File: src/rtl/prim_ram_1p_parity_pkg.sv
// rtl/prim_ram_1p_parity_pkg.sv - shared types and constants for the parity-retry RAM wrapper
package prim_ram_1p_parity_pkg;

  localparam int ErrCntW = 8;

  typedef enum logic [1:0] {
    IDLE = 2'd0,
    RD1  = 2'd1,
    RD2  = 2'd2
  } state_e;

endpackage

File: src/rtl/prim_parity_gen.sv
// rtl/prim_parity_gen.sv - even parity bit over a data word (XOR reduction)
module prim_parity_gen #(
  parameter int Width = 32
) (
  input  logic [Width-1:0] data_i,
  output logic             parity_o
);

  assign parity_o = ^data_i;

endmodule

File: src/rtl/prim_ram_1p_parity_retry.sv
// rtl/prim_ram_1p_parity_retry.sv - single-port RAM front end with parity and one read retry
module prim_ram_1p_parity_retry
  import prim_ram_1p_parity_pkg::*;
#(
  parameter  int Width = 32,
  parameter  int Depth = 128,
  localparam int Aw    = $clog2(Depth)
) (
  input  logic               clk_i,
  input  logic               rst_i,
  input  logic               req_i,
  output logic               gnt_o,
  input  logic               write_i,
  input  logic [Aw-1:0]      addr_i,
  input  logic [Width-1:0]   wdata_i,
  output logic               rvalid_o,
  output logic [Width-1:0]   rdata_o,
  output logic               err_o,
  output logic [ErrCntW-1:0] err_cnt_o,
  output logic               ram_req_o,
  output logic               ram_write_o,
  output logic [Aw-1:0]      ram_addr_o,
  output logic [Width:0]     ram_wdata_o,
  output logic [Width:0]     ram_wmask_o,
  input  logic [Width:0]     ram_rdata_i
);

  state_e               state_q, state_d;
  logic [Aw-1:0]        addr_q, addr_d;
  logic [ErrCntW-1:0]   err_cnt_q;
  logic                 err_inc;
  logic                 wr_parity;
  logic                 rd_parity_bad;

  // Parity bit stored alongside the data so the full word XORs to zero.
  prim_parity_gen #(.Width(Width)) u_wr_parity (
    .data_i   (wdata_i),
    .parity_o (wr_parity)
  );

  // A nonzero XOR over the whole stored word means an odd number of flipped bits.
  prim_parity_gen #(.Width(Width + 1)) u_rd_check (
    .data_i   (ram_rdata_i),
    .parity_o (rd_parity_bad)
  );

  assign ram_wdata_o = {wr_parity, wdata_i};
  assign ram_wmask_o = '1;
  assign rdata_o     = ram_rdata_i[Width-1:0];
  assign err_cnt_o   = err_cnt_q;

  // State, retry address and saturating error counter.
  always_ff @(posedge clk_i or posedge rst_i) begin
    if (rst_i) begin
      state_q   <= IDLE;
      addr_q    <= '0;
      err_cnt_q <= '0;
    end else begin
      state_q <= state_d;
      addr_q  <= addr_d;
      if (err_inc && (err_cnt_q != {ErrCntW{1'b1}})) begin
        err_cnt_q <= err_cnt_q + 1'b1;
      end
    end
  end

  // Next-state, RAM strobes and response; everything is held quiet during reset.
  always_comb begin
    state_d     = state_q;
    addr_d      = addr_q;
    err_inc     = 1'b0;
    gnt_o       = 1'b0;
    ram_req_o   = 1'b0;
    ram_write_o = 1'b0;
    ram_addr_o  = addr_q;
    rvalid_o    = 1'b0;
    err_o       = 1'b0;
    case (state_q)
      IDLE: begin
        gnt_o = req_i;
        if (req_i) begin
          ram_req_o   = 1'b1;
          ram_write_o = write_i;
          ram_addr_o  = addr_i;
          if (!write_i) begin
            addr_d  = addr_i;
            state_d = RD1;
          end
        end
      end
      RD1: begin
        if (rd_parity_bad) begin
          err_inc   = 1'b1;
          ram_req_o = 1'b1;
          state_d   = RD2;
        end else begin
          rvalid_o = 1'b1;
          state_d  = IDLE;
        end
      end
      RD2: begin
        rvalid_o = 1'b1;
        err_o    = rd_parity_bad;
        state_d  = IDLE;
      end
      default: state_d = IDLE;
    endcase
    if (rst_i) begin
      gnt_o       = 1'b0;
      ram_req_o   = 1'b0;
      ram_write_o = 1'b0;
      rvalid_o    = 1'b0;
      err_o       = 1'b0;
    end
  end

endmodule

File: config.mk
export PLATFORM = sky130hd
export DESIGN_NAME = prim_ram_1p_parity_retry
export DESIGN_NICKNAME = d
export VERILOG_FILES = /design/src/rtl/prim_ram_1p_parity_pkg.sv /design/src/rtl/prim_parity_gen.sv /design/src/rtl/prim_ram_1p_parity_retry.sv
export SDC_FILE = /design/constraint.sdc
export NUM_CORES = 1
export LEC_CHECK = 0
export CORE_UTILIZATION = 33
export DETAILED_ROUTE_END_ITERATION = 6
export PLACE_DENSITY_LB_ADDON = 0.08
export SYNTH_ARGS = -nofsm -noshare
export SYNTH_HDL_FRONTEND = slang
export SYNTH_HIERARCHICAL = 1
export SYNTH_SLANG_ARGS = --single-unit
File: constraint.sdc
create_clock -name clk_i -period 2.4 [get_ports clk_i]
set_input_delay 0.48 -clock clk_i [delete_from_list [all_inputs] [get_ports clk_i]]
set_output_delay 0.48 -clock clk_i [all_outputs]
set_load 0.02 [all_outputs]
Word-level counts from Yosys, hierarchy flattened
Index checks and enable logic that the tools add are counted.

Bits of input ports: 76. Flip-flop bits (word level): 17. Output and inout port bits: 118. Logic and storage cells: 37.

Add/sub/neg operators: 1. Reduce and logical (&&, ||, !) cells: 6. Equal/unequal tests: 5. Bitwise logic cells: 1. Mux-type cells: 21.

Operators with widths (number): $reduce_xor A33 Y1 (1); $reduce_xor A32 Y1 (1); $mux W7 (2); $mux W1 (13); $add A8 B1 Y8 const B (1); $ne A8 B8 Y1 const B (1); $mux W2 (3); $ne A2 B2 Y1 const B (2); $pmux W1 S2 (2); $pmux W2 S2 (1); $reduce_and A3 Y1 (1); $eq A2 B1 Y1 const B (1); $eq A2 B2 Y1 const B (1); $logic_not A2 Y1 (1); $reduce_and A2 Y1 (1); $logic_and A1 B1 Y1 (1); $not A1 Y1 (1).

Logic depth before layout (Yosys ltp)
Gate-level depths: netlist of the first run.

Depth in word-level cells: 4. Depth in mapped cells: 9.

Cells and area by module
Netlist of the first run, hierarchy kept.

Modules (own cells, without submodules): prim_ram_1p_parity_retry (cells an instance 182, instances 1, area an instance 1699.1 um^2, seq. area each 425.4 um^2); prim_parity_gen at u_rd_check (cells an instance 31, instances 1, area an instance 285.3 um^2, seq. area each 0.0 um^2); prim_parity_gen at u_wr_parity (cells an instance 31, instances 1, area an instance 271.5 um^2, seq. area each 0.0 um^2).

Worst setup path before layout of the first run
Ideal clock, no wire load.

Kind: in2out. Start: in ram_rdata_i[31]. End: out rvalid_o. Required time: 1.920 ns. Data arrival time: 2.129 ns. Stages: 8. Path slack: -0.209 ns. Cells stage by stage: xnor2_1 xnor2_1 xnor2_1 xnor3_1 xnor2_1 inv_1 a21oi_1 nor3b_1.

Word-level cells in the longest chain between the ends: 4.

RTL lines: from (decl) (RTL line prim_ram_1p_parity_retry.sv:25) `input logic [Width:0] ram_rdata_i`; $reduce_xor A33 Y1 (RTL line prim_parity_gen.sv:9) `assign parity_o = ^data_i;`; named net rd_parity_bad (RTL line prim_ram_1p_parity_retry.sv:33) `logic rd_parity_bad;`; $mux W1 (RTL line prim_ram_1p_parity_retry.sv:92) `if (rd_parity_bad) begin`; $pmux W1 S2 (RTL line prim_ram_1p_parity_retry.sv:78) `case (state_q)`; $mux W1 (RTL line prim_ram_1p_parity_retry.sv:108) `if (rst_i) begin`; to (decl) (RTL line prim_ram_1p_parity_retry.sv:16) `output logic rvalid_o,`.

The timed path passes the listed nets, and every way through them passes these cells.

Worst setup path in the final report of the first run
Start: in ram_rdata_i[30]. End: out rvalid_o.

Same word-level chain as after synthesis.

==> results_dict.tcl, run 1 <==
set metrics [dict create \
    setup_viol_count_final 4 \
    holdBufCountCts 0 \
    grt_pass1_wl_um 8314 \
    synth_area_per_cell_sq_um 9.246 \
    comb_power_share_pct 73.0 \
    drv_slew 0 \
    drt_wl_total_um 5503 \
    start_util_pct 34.93 \
    min_from "addr_q[1]" \
    nNetsFinal 446 \
    clk_pin_slew_worst_paths_ns 0.07 \
    worst_path_largest_cell_delay_ns 0.45 \
    die_w_um 84.68 \
    ff2ff_path_depth 7 \
    worstHoldEndpoint "addr_q[1]" \
    path_cells "buf_6, xnor2_2, xnor2_1, xnor2_1, xnor3_1, xnor2_2, inv_1, a21oi_2, nor3b_2, buf_4" \
    ys_top_cells_by_area "buf_4 (33%), xnor2_1 (22%), dfrtp_1 (19%)" \
    power_switching_mw 1.146 \
    drv_cap 0 \
    final_antenna_net_count 0 \
    syn-cell-area_sq_um 2256 \
    synthCells 244 \
    synth_top_area_share_pct 32.61 \
    status "finished with violations" \
    hpwl_um 4412 \
    setup.worst_path.class "in -> out" \
    post-place-ws_ns -1.191 \
    fmax_mhz 380.1 \
    rsz0062_at_grt "yes" \
    cts_root_buf "clkbuf_8" \
    clkPwrFrac_pct 7.9 \
    ys_top_cells_by_count "buf_4 (98), xnor2_1 (57), dfrtp_1 (17)" \
    vias 1849 \
    skew_ns 0.0009860 \
    synth_most_common_cell "buf_4" \
    fp-row-count 29 \
    p_per_area_nw_per_um2 709.7 \
    async_reset_ff_share_pct 100.0 \
    drt_drc_violations_left 9 \
    synth_edf_count 0 \
    synth_seq_cells 17 \
    cp-start-kind "primary input" \
    reg2reg_from "state_q[1]" \
    hold_path.class "reg -> reg" \
    switching_share_pct 41.89 \
    antenna_found_initial 0 \
    firstDrtPassIters 6 \
    period_share_pct 109.6 \
    power.internal_mw 1.589 \
    synth_top_area_cell "buf_4" \
    finalHoldViolCount 0 \
    cts_tree "yes" \
    hold_depth 1 \
    cp.arrival_ns 2.15 \
    n_antenna_cell 0 \
    grt_pass1_vias 1863 \
    fin_ws_ns -0.2310 \
    port_buffers 160 \
    core-area_sq_um 6459 \
    max-vdd-ir-drop_v 0.0003047 \
    violations "DRC, setup timing" \
    timing.rr.end "err_cnt_o[7]" \
    die_h_um 84.68 \
    htreeDepth 1 \
    drive_above_1_share_pct 28.30 \
    clock_sink_count 17 \
    area.growth.synth_to_final_pct 70.83 \
    synthFlopType "dfrtp_1" \
    grt_usage_pct 14.33 \
    seqPwrFrac_pct 19.0 \
    via_per_inst 4.193 \
    grt_overflow 0 \
    synth.distinct_cells 31 \
    cp_slowest_cell "xnor3_1" \
    path_max_fanout 4 \
    place_congestion 0.7276 \
    wl_per_cell_um 12.48 \
    ys_warn_count 6 \
    required_ns 1.92 \
    die_area_sq_um 7171 \
    finalCriticalPeriod_ns 2.631 \
    power_mw 2.735 \
    rrSetupSlack_ns 0.70 \
    yosysSeqAreaShare_pct 18.86 \
    utilization_pct 59.67 \
    drtIter0Drc 42 \
    p_leak_nw 1.905 \
    clk_path_buf_depth 2 \
    ios 194 \
    grt_max_degree 18 \
    cts_inserted_buffers 3 \
    cp-end-kind "output pin" \
    clock_latency_ns 0.25 \
]
==> worst max-delay path: cells and delay by family <==
kind,cells,cell delay (ns)
xor+xnor,5,1.13
buf+inv,3,0.35
compound gates,1,0.13
simple gates,1,0.06
==> logic make-up (layout without fill, tap and decap cells) <==
kind of cell | after synthesis | after routing | synth area share, %
other cells | 1 | 33 | 0.1662
flops | 17 | 17 | 18.86
xor+xnor | 66 | 66 | 26.23
fa+ha+maj | 5 | 5 | 2.773
simple gates | 26 | 26 | 7.432
compound gates | 10 | 10 | 2.607
buf+inv | 102 | 190 | 33.28
mux | 17 | 17 | 8.652
==> cell usage in the layout (no fill, tap or decap), types with 3 or more instances in the layout <==
cell             count
clkdlybuf4s50_1     84
xnor2_1             37
conb_1              33
dlymetal6s2s_1      26
dlygate4sd2_1       25
buf_4               22
dfrtp_1             17
xnor2_2             17
mux2_2              14
buf_6               13
xor2_1               6
ha_1                 5
inv_1                4
buf_2                4
nand3_1              3
nand2_2              3
nor2_4               3
nand2_1              3
mux2_4               3
a21oi_1              3
clkbuf_8             3
xnor2_4              3
==> per-layer routing <==
layer / up-vias / track usage, % / wire length (um)
met5: - / 0 / 0
met4: 0 / 1.849 / 10
met3: 3 / 4.228 / 508
met2: 109 / 28.23 / 3092
met1: 848 / 15.29 / 1892
li1: 889 / - / -
==> worst max-delay path by stage <==
stage                         start      endpoint  slack, ns
finish              ram_rdata_i[30]      rvalid_o      -0.23
global route        ram_rdata_i[27]      rvalid_o      -0.34
CTS                  ram_rdata_i[0]      rvalid_o      -0.30
detailed placement  ram_rdata_i[16]     ram_req_o      -1.19
global placement    ram_rdata_i[16]     ram_req_o      -1.18
floorplan           ram_rdata_i[31]  err_cnt_o[7]      -0.04
==> sequential cells by signal (all words and copies together) (netlist names) <==
name and flops:
err_cnt_o 8, addr_q 7, state_q 2
==> final cells by class <==
class | instances | area (sq um)
multi-input cells | 157 | 1473
flip-flops and latches | 17 | 425.4
fillers | 576 | 2605
inverters | 4 | 15.01
well taps | 77 | 96.34
clock buffers | 4 | 45.04
repair buffers | 182 | 1799
==> power groups by stage <==
stage	Combinational (mW)	Sequential (mW)	Clock (mW)
after floorplan	1.18	0.555	0
after global placement	1.87	0.515	0
after detailed placement	1.88	0.522	0
after CTS	1.90	0.516	0.226
after global routing	2.15	0.541	0.241
final	2.00	0.520	0.217
==> metrics by stage <==
step	setup TNS (ns)	hold slack [ns]	cell area [sq um]	cells
5_1_grt	-1.290	0.5216	3854	441
3_3_place_gp	-10.65	0.4819	3512	436
4_1_cts	-0.7148	0.5072	3652	440
3_5_place_dp	-10.85	0.4914	3512	436
6_report	-0.5863	0.5034	3854	441
2_1_floorplan	-0.06261	0.4117	2392	276
==> what timing repair did <==
action	4_1_cts	5_1_grt
gates resized for setup	149	56
endpoints found under the hold margin	0	0
setup endpoints to repair	22	11
pin swaps	43	44
setup buffers	0	1
(Power assumes the default switching activity.)
==> run 2: changes to the inputs <==
- CORE_UTILIZATION: 33 -> 29
- CTS_BUF_LIST: not set -> sky130_fd_sc_hd__clkbuf_16
- clock period: 2.4 -> 2.22 ns (I/O delays scaled with it)
==> run 2 against run 1 <==
The flow finishes with violations (setup timing). Core utilization shrank 7.6 points. Non-clock buffer count grew 2. Setup slack lost 0.12 ns. Critical path depth is the same. Final area shrank 0.45%. Sequential power grew 10%. Worst hold slack gained 0.0030 ns. Clock power grew 61%. Sequential cell count is the same. Largest cell class unchanged. Largest power group unchanged.
==> results_dict.tcl, run 2 (synthesis results as in run 1) <==
set metrics [dict create \
    die_w_um 90.20 \
    cp-start-kind "primary input" \
    grt_max_degree 18 \
    finalCriticalPeriod_ns 2.570 \
    clock_latency_ns 0.24 \
    drt_wl_total_um 5325 \
    area.growth.synth_to_final_pct 70.05 \
    violations "setup timing" \
    skew_ns 0.001317 \
    cp.arrival_ns 2.13 \
    power_mw 3.239 \
    seqPwrFrac_pct 17.7 \
    setup_viol_count_final 12 \
    post-place-cells 457 \
    hpwl_um 4521 \
    setup.worst_path.class "in -> out" \
    grt_overflow 0 \
    grt_pass1_vias 1895 \
    nFillCells 704 \
    fin_cells 465 \
    power.internal_mw 1.933 \
    power_switching_mw 1.306 \
    fin_ws_ns -0.3504 \
    via_per_inst 3.880 \
    place_congestion 0.7196 \
    core-area_sq_um 7370 \
    final_antenna_net_count 0 \
    fp-row-count 31 \
    clk_path_buf_depth 2 \
    fin_area_sq_um 3836 \
    required_ns 1.78 \
    largest_reg_flops 8 \
    vias 1804 \
    tns_ns -2.326 \
    clkPwrFrac_pct 10.8 \
    cp-end-kind "output pin" \
    status "finished with violations" \
    port_buffers 160 \
    clk_pin_slew_worst_paths_ns 0.05 \
    antenna_found_initial 0 \
    mostFrequentLayoutCells "clkdlybuf4s50_1 (83), xnor2_1 (39), conb_1 (33), dlygate4sd2_1 (33), buf_6 (21)" \
    wl_per_cell_um 11.45 \
    die_h_um 90.20 \
    grt_pass1_wl_um 8583 \
    nNetsFinal 448 \
    hold_slack_ns 0.5064 \
    start_util_pct 30.61 \
    cts_root_buf "clkbuf_16" \
    post_dp_cell_area_sq_um 3590 \
    cts_inserted_buffers 3 \
    finalHoldViolCount 0 \
    drv_slew 0 \
    firstDrtPassIters 3 \
    drt_drc_violations_left 0 \
    rsz0062_at_grt "yes" \
    fmax_mhz 389.0 \
    max-vdd-ir-drop_v 0.0004089 \
    switching_share_pct 40.33 \
    period_share_pct 115.8 \
    cts_tree "yes" \
    htreeDepth 1 \
    seqCellArea_sq_um 425.4 \
    ios 194 \
    path_max_fanout 4 \
    multi_input_area_sq_um 1476 \
    p_leak_nw 1.726 \
    drtIter0Drc 17 \
    hold_path.class "reg -> reg" \
    comb_power_share_pct 71.5 \
    clock_sink_count 17 \
    final_common_cell "clkdlybuf4s50_1" \
    drive_above_1_share_pct 31.69 \
    p_per_area_nw_per_um2 844.3 \
    die_area_sq_um 8136 \
    grt_usage_pct 13.04 \
    holdBufCountCts 0 \
    drv_cap 0 \
    n_antenna_cell 0 \
]
[run 2: changes by cell type in the layout (fill, tap and decap cells not counted), sizes merged]
cell	previous run	this run
clkdlybuf4s50	84	83
inv	4	5
dlygate4sd2	25	33
buf	41	48
dlymetal6s2s	26	2
clkdlybuf4s15	4	9
clkbuf	6	12
[run 2: routing by layer]
metal | track usage (%) | up-vias | routed length (um)
met3 | 4.569 | 4 | 476
met5 | 0 | - | 0
li1 | - | 891 | -
met1 | 14.57 | 807 | 1869
met4 | 3.360 | 0 | 56
met2 | 23.41 | 102 | 2923
[run 2: worst max-delay path, stage by stage]
cell     delay (ns)
buf_2          0.12
xnor2_2        0.20
xnor2_2        0.14
xnor2_1        0.15
xnor3_1        0.38
xnor2_2        0.25
inv_1          0.08
a21oi_2        0.17
nor3b_4        0.06
buf_6          0.13
[run 2: final timing paths]
| check | start | endpoint | slack [ns] | depth (start not counted) |
|---|---|---|---|---|
| worst max-delay path | ram_rdata_i[6] | rvalid_o | -0.35 | 10 |
| min in group asynchronous | rst_i | err_cnt_o[2] | 0.61 | 3 |
| worst min register to register | addr_q[0] | addr_q[0] | 0.51 | 1 |
| max in group asynchronous | rst_i | err_cnt_o[1] | 1.42 | 3 |
| worst min-delay path | addr_q[0] | addr_q[0] | 0.51 | 1 |
| worst max register to register | state_q[1] | err_cnt_o[6] | 0.60 | 8 |
[run 2: timing repair]
item,4_1_cts,5_1_grt
pin swaps,61,33
resized for setup,185,56
buffers inserted,2,2
endpoints found under the setup margin,22,21
[run 2: cell type report]
cell class                      count  share of cell area, %
Timing Repair Buffer              184                  44.75
Multi-Input combinational cell    157                  38.49
Sequential cell                    17                  11.09
Tap cell                           99                  3.229
Clock buffer                        3                  1.957
Inverter                            4                 0.3914
Clock inverter                      1                0.09785
[run 2: power by group through the flow]
| stage | Sequential [mW] | Combinational (mW) | Clock (mW) |
|---|---|---|---|
| global route | 0.596 | 2.48 | 0.372 |
| detailed placement | 0.572 | 2.12 | 0 |
| finish | 0.574 | 2.32 | 0.349 |
| floorplan | 0.600 | 1.34 | 0 |
| global placement | 0.563 | 2.11 | 0 |
| CTS | 0.570 | 2.25 | 0.359 |
[run 2: stage by stage]
stage / worst slack [ns] / util (%)
after floorplan: -0.1500 / -
after global placement: -1.247 / 48.71
after detailed placement: -1.288 / 48.71
after CTS: -0.3934 / 50.54
after global routing: -0.4599 / 52.05
final: -0.3504 / 52.05
==> run 3: changes to the inputs <==
==> constraint.sdc (replaced) <==
create_clock -name clk_i -period 2.22 [get_ports clk_i]
set_input_delay 0.444 -clock clk_i [delete_from_list [all_inputs] [get_ports clk_i]]
set_output_delay 0.444 -clock clk_i [all_outputs]
set_load 0.01 [all_outputs]
==> run 3 against run 2 <==
The flow still finishes with violations (setup timing). Die area did not move. Global-route usage rose by 0.16 points. Non-clock buffer count rose by 3. Total power fell by 7.4%. Sequential cell count did not move. Critical endpoint unchanged. Largest power group unchanged.
==> results_dict.tcl, run 3 (synthesis results as in run 1) <==
set metrics [dict create \
    status "finished with violations" \
    violations "setup timing" \
    mostFrequentLayoutCells "clkdlybuf4s50_1 (83), xnor2_1 (38), dlygate4sd2_1 (38), conb_1 (33), buf_4 (22)" \
    port_buffers 160 \
    utilization_pct 51.83 \
    hold_slack_ns 0.4990 \
    required_ns 1.78 \
    p_leak_nw 1.732 \
    post_dp_cell_area_sq_um 3562 \
    crit_start "ram_rdata_i[4]" \
    cts_inserted_buffers 3 \
    ios 194 \
    grt_overflow 0 \
    fmax_mhz 386.0 \
    final_antenna_net_count 0 \
    clock_sink_count 17 \
    area.growth.synth_to_final_pct 69.33 \
    via_per_inst 3.959 \
    fin_area_sq_um 3820 \
    cp.arrival_ns 2.15 \
    place_congestion 0.7116 \
    period_share_pct 116.7 \
    cts_tree "yes" \
    post-place-cells 457 \
    rrSetupSlack_ns 0.50 \
    drv_cap 0 \
    cp_slowest_cell "xnor3_1" \
    drv_slew 0 \
    n_antenna_cell 0 \
    die_h_um 90.20 \
    fin_cells 468 \
    vias 1853 \
    grt_max_degree 18 \
    clk_path_buf_depth 2 \
    skew_ns 0.002802 \
    tns_ns -1.780 \
    worst_path_largest_cell_delay_ns 0.38 \
    hpwl_um 4373 \
    power_mw 3.001 \
    drtIter0Drc 21 \
    setup_viol_count_final 11 \
    core-area_sq_um 7370 \
    wl_per_cell_um 11.41 \
    drt_drc_violations_left 0 \
    antenna_found_initial 0 \
    hold_path.class "reg -> reg" \
    fin_ws_ns -0.3707 \
    clock_latency_ns 0.25 \
    drt_wl_total_um 5341 \
    drive_above_1_share_pct 30.08 \
    cp-end-kind "output pin" \
    die_area_sq_um 8136 \
    nNetsFinal 451 \
    finalHoldViolCount 0 \
    cp-start-kind "primary input" \
    grt_usage_pct 13.19 \
    finalCriticalPeriod_ns 2.591 \
    path_max_fanout 3 \
    rsz0062_at_grt "yes" \
    min_from "addr_q[6]" \
    clk_pin_slew_worst_paths_ns 0.05 \
    final_common_cell "clkdlybuf4s50_1" \
    cts_root_buf "clkbuf_16" \
    largest_reg_flops 8 \
    fp-row-count 31 \
    grt_pass1_vias 1898 \
    grt_pass1_wl_um 8714 \
    setup.worst_path.class "in -> out" \
    p_per_area_nw_per_um2 785.5 \
    path_cells "buf_2, xnor2_2, xnor2_1, xnor2_1, xnor3_1, xnor2_2, buf_4, inv_2, a21oi_2, nor3b_2, buf_2" \
    max-vdd-ir-drop_v 0.0003132 \
    post-place-ws_ns -1.199 \
    htreeDepth 1 \
    die_w_um 90.20 \
    start_util_pct 30.61 \
    reg2reg_from "state_q[1]" \
    firstDrtPassIters 4 \
    nFillCells 740 \
]
[run 3: cell count changes in the layout (fill, tap and decap cells not counted), sizes merged]
cell,previous run,this run
buf,48,51
inv,5,4
clkinv,0,1
dlygate4sd2,33,38
clkdlybuf4s15,9,11
clkbuf,12,5
[run 3: final timing paths]
| check | end | cells past startpoint |
|---|---|---|
| setup / recovery | rvalid_o | 11 |
| hold / removal | addr_q[6] | 1 |
| setup reg to reg | err_cnt_o[7] | 7 |
| hold reg to reg | addr_q[6] | 1 |
| max in group asynchronous | err_cnt_o[0] | 3 |
| min in group asynchronous | addr_q[1] | 3 |
[run 3: layer usage]
metal  GRT usage (%)  vias to the layer above  routed length (um)
met5               0                        -                   0
met3           5.245                        4                 516
met2           24.17                      107                2798
met4           2.419                        0                  33
met1           14.35                      846                1993
li1                -                      896                   -
[run 3: cell type report]
cell class,count,area (sq um),area share (%)
Clock inverter,1,5.005,0.1310
Tap cell,99,123.9,3.243
Clock buffer,3,75.07,1.965
Inverter,4,15.01,0.3931
Multi-Input combinational cell,157,1450,37.96
Sequential cell,17,425.4,11.14
Timing Repair Buffer,187,1725,45.17
[run 3: report_power, final]
part           total [mW]  internal, mW  switching [mW]  leakage, nW
clock               0.360         0.241           0.119       0.0409
combinational        2.08          1.23           0.846         1.48
sequential          0.562         0.441           0.120        0.211
[run 3: repair_timing]
action	CTS	global route
setup buffers	5	2
gates resized for setup	177	45
setup endpoints to repair	22	14
pin swaps	61	31
gates cloned	0	0
hold buffers	0	0
[run 3: critical path, delay by kind of cell]
family	cells	cell delay, ns
buf+inv	4	0.46
simple gates	1	0.16
compound gates	1	0.05
xor+xnor	5	1.03
